<file path="config.mk">
export PLATFORM = sky130hd
export DESIGN_NAME = ball_centroid
export DESIGN_NICKNAME = d
export VERILOG_FILES = /design/src/rtl/ball_centroid_pkg.sv /design/src/rtl/ball_centroid_div.sv /design/src/rtl/ball_centroid.sv
export SDC_FILE = /design/constraint.sdc
export NUM_CORES = 1
export LEC_CHECK = 0
export CORE_UTILIZATION = 45
export CTS_BUF_LIST = sky130_fd_sc_hd__clkbuf_4 sky130_fd_sc_hd__clkbuf_8 sky130_fd_sc_hd__clkbuf_16
export DETAILED_ROUTE_END_ITERATION = 7
export PLACE_DENSITY_LB_ADDON = 0.05
export SYNTH_ARGS = -nofsm -noshare
export SYNTH_HDL_FRONTEND = slang
export SYNTH_SLANG_ARGS = --single-unit
</file>
<file path="constraint.sdc">
create_clock -name clk -period 11.5 [get_ports clk]
set_input_delay 1.15 -clock clk [delete_from_list [all_inputs] [get_ports clk]]
set_output_delay 1.15 -clock clk [all_outputs]
set_load 0.005 [all_outputs]
</file>
<file path="src/rtl/ball_centroid_pkg.sv">
// rtl/ball_centroid_pkg.sv - shared widths, divider timing and FSM encoding for ball_centroid
package ball_centroid_pkg;

    localparam int X_W        = 11;
    localparam int Y_W        = 10;
    localparam int SUM_W      = 32;
    localparam int CNT_W      = 20;
    localparam int DIV_CYCLES = 32;
    localparam int DIV_CNT_W  = $clog2(DIV_CYCLES) + 1;
    localparam int CYC_W      = $clog2(DIV_CYCLES);

    typedef enum logic [1:0] {
        ST_IDLE  = 2'd0,
        ST_DIV_X = 2'd1,
        ST_DIV_Y = 2'd2,
        ST_DONE  = 2'd3
    } state_t;

endpackage

</file>
<file path="src/rtl/ball_centroid_div.sv">
// rtl/ball_centroid_div.sv - seq_div: restoring 32b/20b divider, one quotient bit per cycle
module seq_div
    import ball_centroid_pkg::*;
(
    input  logic             clk,
    input  logic             rst_n,
    input  logic             start,
    input  logic [SUM_W-1:0] dividend,
    input  logic [CNT_W-1:0] divisor,
    output logic [SUM_W-1:0] quotient,
    output logic             done
);

    logic [CNT_W-1:0]     rem_q, rem_d, dvs_q, dvs_d;
    logic [SUM_W-1:0]     quo_q, quo_d;
    logic [DIV_CNT_W-1:0] cnt_q, cnt_d;
    logic                 done_q, done_d;

    logic [CNT_W-1:0] rem_src, dvs_src, step_rem;
    logic [SUM_W-1:0] quo_src, step_quo;
    logic [CNT_W:0]   shifted;
    logic             ge;

    // The start edge already performs the first step, so 32 edges yield 32 quotient bits.
    always_comb begin
        rem_src  = start ? '0 : rem_q;
        quo_src  = start ? dividend : quo_q;
        dvs_src  = start ? divisor : dvs_q;
        shifted  = {rem_src, quo_src[SUM_W-1]};
        ge       = shifted >= {1'b0, dvs_src};
        step_rem = ge ? (shifted[CNT_W-1:0] - dvs_src) : shifted[CNT_W-1:0];
        step_quo = {quo_src[SUM_W-2:0], ge};
    end

    always_comb begin
        rem_d  = rem_q;
        quo_d  = quo_q;
        dvs_d  = dvs_q;
        cnt_d  = cnt_q;
        done_d = 1'b0;
        if (start) begin
            rem_d = step_rem;
            quo_d = step_quo;
            dvs_d = divisor;
            cnt_d = DIV_CNT_W'(DIV_CYCLES - 1);
        end else if (cnt_q != '0) begin
            rem_d  = step_rem;
            quo_d  = step_quo;
            cnt_d  = cnt_q - DIV_CNT_W'(1);
            done_d = (cnt_q == DIV_CNT_W'(1));
        end
    end

    always_ff @(posedge clk or negedge rst_n) begin
        if (!rst_n) begin
            rem_q  <= '0;
            quo_q  <= '0;
            dvs_q  <= '0;
            cnt_q  <= '0;
            done_q <= 1'b0;
        end else begin
            rem_q  <= rem_d;
            quo_q  <= quo_d;
            dvs_q  <= dvs_d;
            cnt_q  <= cnt_d;
            done_q <= done_d;
        end
    end

    assign quotient = quo_q;
    assign done     = done_q;

endmodule

</file>
<file path="src/rtl/ball_centroid.sv">
// rtl/ball_centroid.sv - binary-mask centroid per frame; BALL_CENTROID_BBOX_EN adds bounding-box outputs
module ball_centroid
    import ball_centroid_pkg::*;
#(
    parameter int IMG_W   = 1280,
    parameter int IMG_H   = 720,
    parameter int MIN_PIX = 16
) (
    input  logic           clk,
    input  logic           rst_n,
    input  logic           pix_valid,
    input  logic           pix_sof,
    input  logic           pix_bin,
    output logic [X_W-1:0] cent_x,
    output logic [Y_W-1:0] cent_y,
    output logic           cent_found,
    output logic           cent_valid,
    output logic           busy,
    output logic           overrun
`ifdef BALL_CENTROID_BBOX_EN
    ,
    output logic [X_W-1:0] bbox_xmin,
    output logic [X_W-1:0] bbox_xmax,
    output logic [Y_W-1:0] bbox_ymin,
    output logic [Y_W-1:0] bbox_ymax
`endif
);

    localparam logic [X_W-1:0]   X_LAST  = X_W'(IMG_W - 1);
    localparam logic [Y_W-1:0]   Y_LAST  = Y_W'(IMG_H - 1);
    localparam logic [CNT_W-1:0] MIN_CNT = CNT_W'(MIN_PIX);

    logic             started_q, started_d, frame_end_q, frame_end_d;
    logic [X_W-1:0]   x_q, x_d;
    logic [Y_W-1:0]   y_q, y_d;
    logic [SUM_W-1:0] sum_x_q, sum_x_d, sum_y_q, sum_y_d;
    logic [CNT_W-1:0] cnt_q, cnt_d;
    logic [SUM_W-1:0] snap_sx_q, snap_sx_d, snap_sy_q, snap_sy_d;
    logic [CNT_W-1:0] snap_cnt_q, snap_cnt_d;
    logic             snap_pend_q, snap_pend_d, overrun_q, overrun_d;
    state_t           state_q, state_d;
    logic [CYC_W-1:0] cyc_q, cyc_d;
    logic [X_W-1:0]   quo_x_q, quo_x_d, cent_x_q, cent_x_d;
    logic [Y_W-1:0]   cent_y_q, cent_y_d;
    logic             cent_found_q, cent_found_d;

    logic             sof_acc, accept, clear, at_x_last, at_y_last;
    logic [X_W-1:0]   cur_x;
    logic [Y_W-1:0]   cur_y;
    logic             busy_w, take, found, cyc_last;
    logic             div_start, div_done;
    logic [SUM_W-1:0] div_dividend, div_quo;
    logic             unused_quo_hi;

`ifdef BALL_CENTROID_BBOX_EN
    logic [X_W-1:0] xmin_q, xmin_d, xmax_q, xmax_d, snap_xmin_q, snap_xmin_d, snap_xmax_q, snap_xmax_d;
    logic [Y_W-1:0] ymin_q, ymin_d, ymax_q, ymax_d, snap_ymin_q, snap_ymin_d, snap_ymax_q, snap_ymax_d;
    logic [X_W-1:0] bbox_xmin_q, bbox_xmin_d, bbox_xmax_q, bbox_xmax_d;
    logic [Y_W-1:0] bbox_ymin_q, bbox_ymin_d, bbox_ymax_q, bbox_ymax_d;
`endif

    // Accumulation: a mid-frame pix_sof or the cycle after a frame end restarts the sums.
    always_comb begin
        sof_acc     = pix_valid & pix_sof;
        accept      = pix_valid & (pix_sof | started_q);
        cur_x       = sof_acc ? '0 : x_q;
        cur_y       = sof_acc ? '0 : y_q;
        at_x_last   = (cur_x == X_LAST);
        at_y_last   = (cur_y == Y_LAST);
        clear       = sof_acc | frame_end_q;
        started_d   = started_q | sof_acc;
        frame_end_d = accept & at_x_last & at_y_last;
        x_d         = x_q;
        y_d         = y_q;
        sum_x_d     = clear ? '0 : sum_x_q;
        sum_y_d     = clear ? '0 : sum_y_q;
        cnt_d       = clear ? '0 : cnt_q;
`ifdef BALL_CENTROID_BBOX_EN
        xmin_d      = clear ? '1 : xmin_q;
        xmax_d      = clear ? '0 : xmax_q;
        ymin_d      = clear ? '1 : ymin_q;
        ymax_d      = clear ? '0 : ymax_q;
`endif
        if (accept) begin
            if (at_x_last) begin
                x_d = '0;
                y_d = at_y_last ? '0 : cur_y + Y_W'(1);
            end else begin
                x_d = cur_x + X_W'(1);
                y_d = cur_y;
            end
            if (pix_bin) begin
                sum_x_d = sum_x_d + SUM_W'(cur_x);
                sum_y_d = sum_y_d + SUM_W'(cur_y);
                cnt_d   = cnt_d + CNT_W'(1);
`ifdef BALL_CENTROID_BBOX_EN
                if (cur_x < xmin_d) xmin_d = cur_x;
                if (cur_x > xmax_d) xmax_d = cur_x;
                if (cur_y < ymin_d) ymin_d = cur_y;
                if (cur_y > ymax_d) ymax_d = cur_y;
`endif
            end
        end
    end

    // A frame end that arrives while a division runs is dropped and flagged.
    always_comb begin
        busy_w      = (state_q == ST_DIV_X) || (state_q == ST_DIV_Y);
        take        = frame_end_q & ~busy_w & ~snap_pend_q;
        overrun_d   = frame_end_q & ~take;
        snap_pend_d = take | (snap_pend_q & (state_q != ST_IDLE));
        snap_sx_d   = take ? sum_x_q : snap_sx_q;
        snap_sy_d   = take ? sum_y_q : snap_sy_q;
        snap_cnt_d  = take ? cnt_q : snap_cnt_q;
`ifdef BALL_CENTROID_BBOX_EN
        snap_xmin_d = take ? xmin_q : snap_xmin_q;
        snap_xmax_d = take ? xmax_q : snap_xmax_q;
        snap_ymin_d = take ? ymin_q : snap_ymin_q;
        snap_ymax_d = take ? ymax_q : snap_ymax_q;
`endif
        found       = (snap_cnt_q != '0) && (snap_cnt_q >= MIN_CNT);
        cyc_last    = (cyc_q == CYC_W'(DIV_CYCLES - 1));
    end

    always_comb begin
        state_d = state_q;
        cyc_d   = '0;
        case (state_q)
            ST_IDLE:  if (snap_pend_q) state_d = ST_DIV_X;
            ST_DIV_X: begin
                cyc_d = cyc_q + CYC_W'(1);
                if (cyc_last) state_d = ST_DIV_Y;
            end
            ST_DIV_Y: begin
                cyc_d = cyc_q + CYC_W'(1);
                if (cyc_last) state_d = ST_DONE;
            end
            default:  state_d = ST_IDLE;
        endcase
    end

    always_comb begin
        cent_valid = (state_q == ST_DONE);
        busy       = busy_w;
    end

    // Phases are timed by the FSM counter; a skipped divide leaves div_done low and yields 0.
    always_comb begin
        div_start    = found & (((state_q == ST_IDLE) & snap_pend_q) | ((state_q == ST_DIV_X) & cyc_last));
        div_dividend = (state_q == ST_DIV_X) ? snap_sy_q : snap_sx_q;
        quo_x_d      = quo_x_q;
        cent_x_d     = cent_x_q;
        cent_y_d     = cent_y_q;
        cent_found_d = cent_found_q;
`ifdef BALL_CENTROID_BBOX_EN
        bbox_xmin_d  = bbox_xmin_q;
        bbox_xmax_d  = bbox_xmax_q;
        bbox_ymin_d  = bbox_ymin_q;
        bbox_ymax_d  = bbox_ymax_q;
`endif
        if ((state_q == ST_DIV_X) && cyc_last) quo_x_d = div_done ? div_quo[X_W-1:0] : '0;
        if ((state_q == ST_DIV_Y) && cyc_last) begin
            cent_x_d     = quo_x_q;
            cent_y_d     = div_done ? div_quo[Y_W-1:0] : '0;
            cent_found_d = found;
`ifdef BALL_CENTROID_BBOX_EN
            bbox_xmin_d  = (snap_cnt_q != '0) ? snap_xmin_q : '0;
            bbox_xmax_d  = (snap_cnt_q != '0) ? snap_xmax_q : '0;
            bbox_ymin_d  = (snap_cnt_q != '0) ? snap_ymin_q : '0;
            bbox_ymax_d  = (snap_cnt_q != '0) ? snap_ymax_q : '0;
`endif
        end
    end

    seq_div u_div (
        .clk      (clk),
        .rst_n    (rst_n),
        .start    (div_start),
        .dividend (div_dividend),
        .divisor  (snap_cnt_q),
        .quotient (div_quo),
        .done     (div_done)
    );

    assign unused_quo_hi = ^div_quo[SUM_W-1:X_W];

    always_ff @(posedge clk or negedge rst_n) begin
        if (!rst_n) begin
            started_q    <= 1'b0;
            frame_end_q  <= 1'b0;
            x_q          <= '0;
            y_q          <= '0;
            sum_x_q      <= '0;
            sum_y_q      <= '0;
            cnt_q        <= '0;
            snap_sx_q    <= '0;
            snap_sy_q    <= '0;
            snap_cnt_q   <= '0;
            snap_pend_q  <= 1'b0;
            overrun_q    <= 1'b0;
            state_q      <= ST_IDLE;
            cyc_q        <= '0;
            quo_x_q      <= '0;
            cent_x_q     <= '0;
            cent_y_q     <= '0;
            cent_found_q <= 1'b0;
        end else begin
            started_q    <= started_d;
            frame_end_q  <= frame_end_d;
            x_q          <= x_d;
            y_q          <= y_d;
            sum_x_q      <= sum_x_d;
            sum_y_q      <= sum_y_d;
            cnt_q        <= cnt_d;
            snap_sx_q    <= snap_sx_d;
            snap_sy_q    <= snap_sy_d;
            snap_cnt_q   <= snap_cnt_d;
            snap_pend_q  <= snap_pend_d;
            overrun_q    <= overrun_d;
            state_q      <= state_d;
            cyc_q        <= cyc_d;
            quo_x_q      <= quo_x_d;
            cent_x_q     <= cent_x_d;
            cent_y_q     <= cent_y_d;
            cent_found_q <= cent_found_d;
        end
    end

`ifdef BALL_CENTROID_BBOX_EN
    always_ff @(posedge clk or negedge rst_n) begin
        if (!rst_n) begin
            xmin_q      <= '1;
            xmax_q      <= '0;
            ymin_q      <= '1;
            ymax_q      <= '0;
            snap_xmin_q <= '0;
            snap_xmax_q <= '0;
            snap_ymin_q <= '0;
            snap_ymax_q <= '0;
            bbox_xmin_q <= '0;
            bbox_xmax_q <= '0;
            bbox_ymin_q <= '0;
            bbox_ymax_q <= '0;
        end else begin
            xmin_q      <= xmin_d;
            xmax_q      <= xmax_d;
            ymin_q      <= ymin_d;
            ymax_q      <= ymax_d;
            snap_xmin_q <= snap_xmin_d;
            snap_xmax_q <= snap_xmax_d;
            snap_ymin_q <= snap_ymin_d;
            snap_ymax_q <= snap_ymax_d;
            bbox_xmin_q <= bbox_xmin_d;
            bbox_xmax_q <= bbox_xmax_d;
            bbox_ymin_q <= bbox_ymin_d;
            bbox_ymax_q <= bbox_ymax_d;
        end
    end

    assign bbox_xmin = bbox_xmin_q;
    assign bbox_xmax = bbox_xmax_q;
    assign bbox_ymin = bbox_ymin_q;
    assign bbox_ymax = bbox_ymax_q;
`endif

    assign cent_x     = cent_x_q;
    assign cent_y     = cent_y_q;
    assign cent_found = cent_found_q;
    assign overrun    = overrun_q;

endmodule

</file>
==> impl_metrics.ini <==
[routing]
dr.pass1.iters = 5
drc = 0
vias = 11400
drt_iter0_drc = 592
routed_via_density = 5.49
drtAntennaViolNets = 0
routedWlPerCell_um = 17.8
wl_um = 36800

[worst_setup_path]
path_max_fanout = 47
cp.depth = 16
max_stage_delay_ns = 0.58
crit_top_cell = ha_1
critical_path.cell_chain = ha_1 > and3_1 > ha_1 > a22oi_1 > a41o_2 > buf_4 > mux2_2 > ha_1 > nand3b_1 > a21oi_1 > nor2_1 > o21ai_0 > a21o_1 > buf_4 > mux2_2 > a21oi_1
worstSetupEndpointType = register
critical_path_class = register to register
worstRegToRegCells = 16
r2r_start = cyc_q[0]
slowest_stage = a41o_2
critPathRequiredTime_ns = 11.95
worstPathArrival_ns = 5.55
reg2reg_to = u_div.rem_q[0]
cpLargestDelayFamily = compound AO/OA/AOI/OAI gates
start_kind = register
cp_num_buf_inv = 2
reg2reg_slack_ns = 6.40

[layout]
layout-drive-gt1-share = 0.127
finalInstanceArea_sq_mm = 0.0181
area.sequential_sq_mm = 0.00781
multi_input_area_sq_mm = 0.00783
diodes = 0
final_common_cell = dfrtp_1
area_growth_pct = 12.4
fill_cells = 3155
nets = 1649
fin_cells = 2069
final_cell_mix = dfrtp_1 (312), nand2_1 (219), mux2_2 (103)

[clocking]
cts_setup_buffers = 0
clkLatencyLatePin_ns = 0.53
clock-sinks = 312
cts_tree = done
cts_hold_buf = 0
h-tree-depth = 2
numCtsBuffers = 36
cts.clk_slew.worst_paths_ns = 0.06
ctsRootBufferMaster = clkbuf_16
cts_resized = 0
clockBufferDepth = 3

[grt]
grt-ovfl-total = 0
antenna_found_initial = 0
grt_start_max_net_pins = 159
first_global_vias = 11400
grtUsageTotal = 0.210
grt_pass1_wl_um = 61400

[synth]
yosysTopAreaCellShare = 0.485
synth_edf_count = 0
yosysSeqAreaShare = 0.485
yosys_warnings = 0
syn_area_sq_mm = 0.0161
synth_top_area_cell = dfrtp_1
ys_ff_latch = 312
synth_flop_cell = dfrtp_1
syn_nets = 1642
synthTopCellsByArea = dfrtp_1 (49%), mux2_2 (7.2%), nand2_1 (5.1%), ha_1 (4.1%), mux2i_1 (3.9%)
synth.avg_cell_area_sq_um = 10.2
async_reset_ff_frac = 1.00
synth_cell_types = 72
synth_cells = 1581

[placement]
hpwl_um = 24500
dpl_cell_area_sq_mm = 0.0168
port_buffers = 29
place_inst = 2005
gp_congestion = 0.829

[power_and_ir_drop]
pwr-share-seq = 0.456
intPower_w = 0.00191
powerDensity_mw_per_mm2 = 136
clockPowerShare = 0.507
vdd_drop_max_uv = 118
net-switching-power_w = 0.000546
p_leak_nw = 8.57
swShare = 0.222
pwr-share-comb = 0.038

[run_status]
outcome = completed

[floorplan]
fp-row-count = 68
die_h_um = 191
dieArea_sq_mm = 0.0365
core_area_sq_mm = 0.0349
die_w_um = 191
pin_count = 30
start_util = 0.461

[sta]
finalClockSkew_ns = 0.0157
fin_crit_sh = 0.443
tightest_slew_ns = 1.06
rsz0062_at_grt = no
slew_violations = 0
finalHoldViolCount = 0
setup_viol = 0
clock.fmax_ghz = 0.196
relSlewSlack = 0.296
fin_setup_tns_ns = 0
min_period_ns = 5.10

[worst_hold_path]
hold_depth = 1
hold_path.class = register to register
min_to = cyc_q[0]
min-delay-start = cyc_q[0]

[flow_run]
cap_violations = 0
[synth_stat cells, drive strengths merged, types with 5 or more instances]
cell type	count
clkbuf	62
dfrtp	312
a21oi	78
a31oi	10
and2	66
o2bb2a	7
ha	53
nor4	9
nor2b	6
o211ai	6
mux2	103
nand3	44
nor3b	5
or3	6
nand4	19
xor2	49
nor3	13
and3	51
nor2	88
or4	8
o31ai	16
xnor2	39
and4	8
o22ai	12
inv	46
nand2	219
a211oi	8
a21o	16
buf	12
mux2i	63
nand2b	12
o21ai	85
[metrics by stage]
step                utilization  setup WS [ns]  power, W  hold WS (ns)
finish                    0.518           6.40   0.00246         0.466
global route              0.518           6.06   0.00255         0.500
CTS                       0.518           6.40   0.00250         0.467
detailed placement        0.481           5.95   0.00123         0.459
global placement          0.481           6.00   0.00123         0.445
floorplan                     -           7.32   0.00119         0.432
[cell type report]
cell class	count	area share
inverters	46	0.00955
clock inverters	19	0.0161
multi-input cells	1149	0.433
well taps	455	0.0315
clock buffers	45	0.0553
repair buffers	43	0.0228
flip-flops and latches	312	0.432
[kinds of logic after synthesis]
family	count (synthesis)	share of synthesized area
simple gates	565	0.173
flops	312	0.485
compound gates	274	0.108
mux	166	0.111
buf+inv	120	0.0295
xor+xnor	88	0.0479
fa+ha+maj	56	0.0449
[power groups by stage]
stage | Clock [W] | Sequential, W | Combinational, W
2_1_floorplan | 0 | 0.00114 | 0.0000535
3_3_place_gp | 0 | 0.00114 | 0.0000941
3_5_place_dp | 0 | 0.00114 | 0.0000949
4_1_cts | 0.00128 | 0.00112 | 0.0000950
5_1_grt | 0.00132 | 0.00112 | 0.000108
6_report | 0.00125 | 0.00112 | 0.0000923
[layer usage]
layer / share of wire / global-route usage / up-vias
met3: 0.034 / 0.0294 / 54
met1: 0.48 / 0.299 / 5573
met4: 0.022 / 0.0623 / 0
met5: 0 / 0 / -
met2: 0.46 / 0.333 / 177
li1: - / - / 5558
[registers in the layout, indices dropped and copies added (netlist names), 2 cells and up]
signal,flops
cent_x,11
cent_y,10
cnt_q,20
cyc_q,5
quo_x_q,11
snap_cnt_q,20
snap_sx_q,32
snap_sy_q,32
state_q,2
sum_x_q,32
sum_y_q,32
u_div.cnt_q,6
u_div.dvs_q,20
u_div.quotient,32
u_div.rem_q,20
x_q,11
y_q,10
[worst max path at each step]
| stage | from | to | slack [ns] |
|---|---|---|---|
| after floorplan | pix_sof | sum_y_q[22] | 7.32 |
| after global placement | pix_valid | sum_x_q[22] | 6.00 |
| after detailed placement | pix_valid | sum_x_q[20] | 5.95 |
| after CTS | cyc_q[0] | u_div.rem_q[0] | 6.40 |
| after global routing | cyc_q[0] | u_div.rem_q[11] | 6.06 |
| final | cyc_q[0] | u_div.rem_q[0] | 6.40 |
Power figures use the tool's default switching activity.
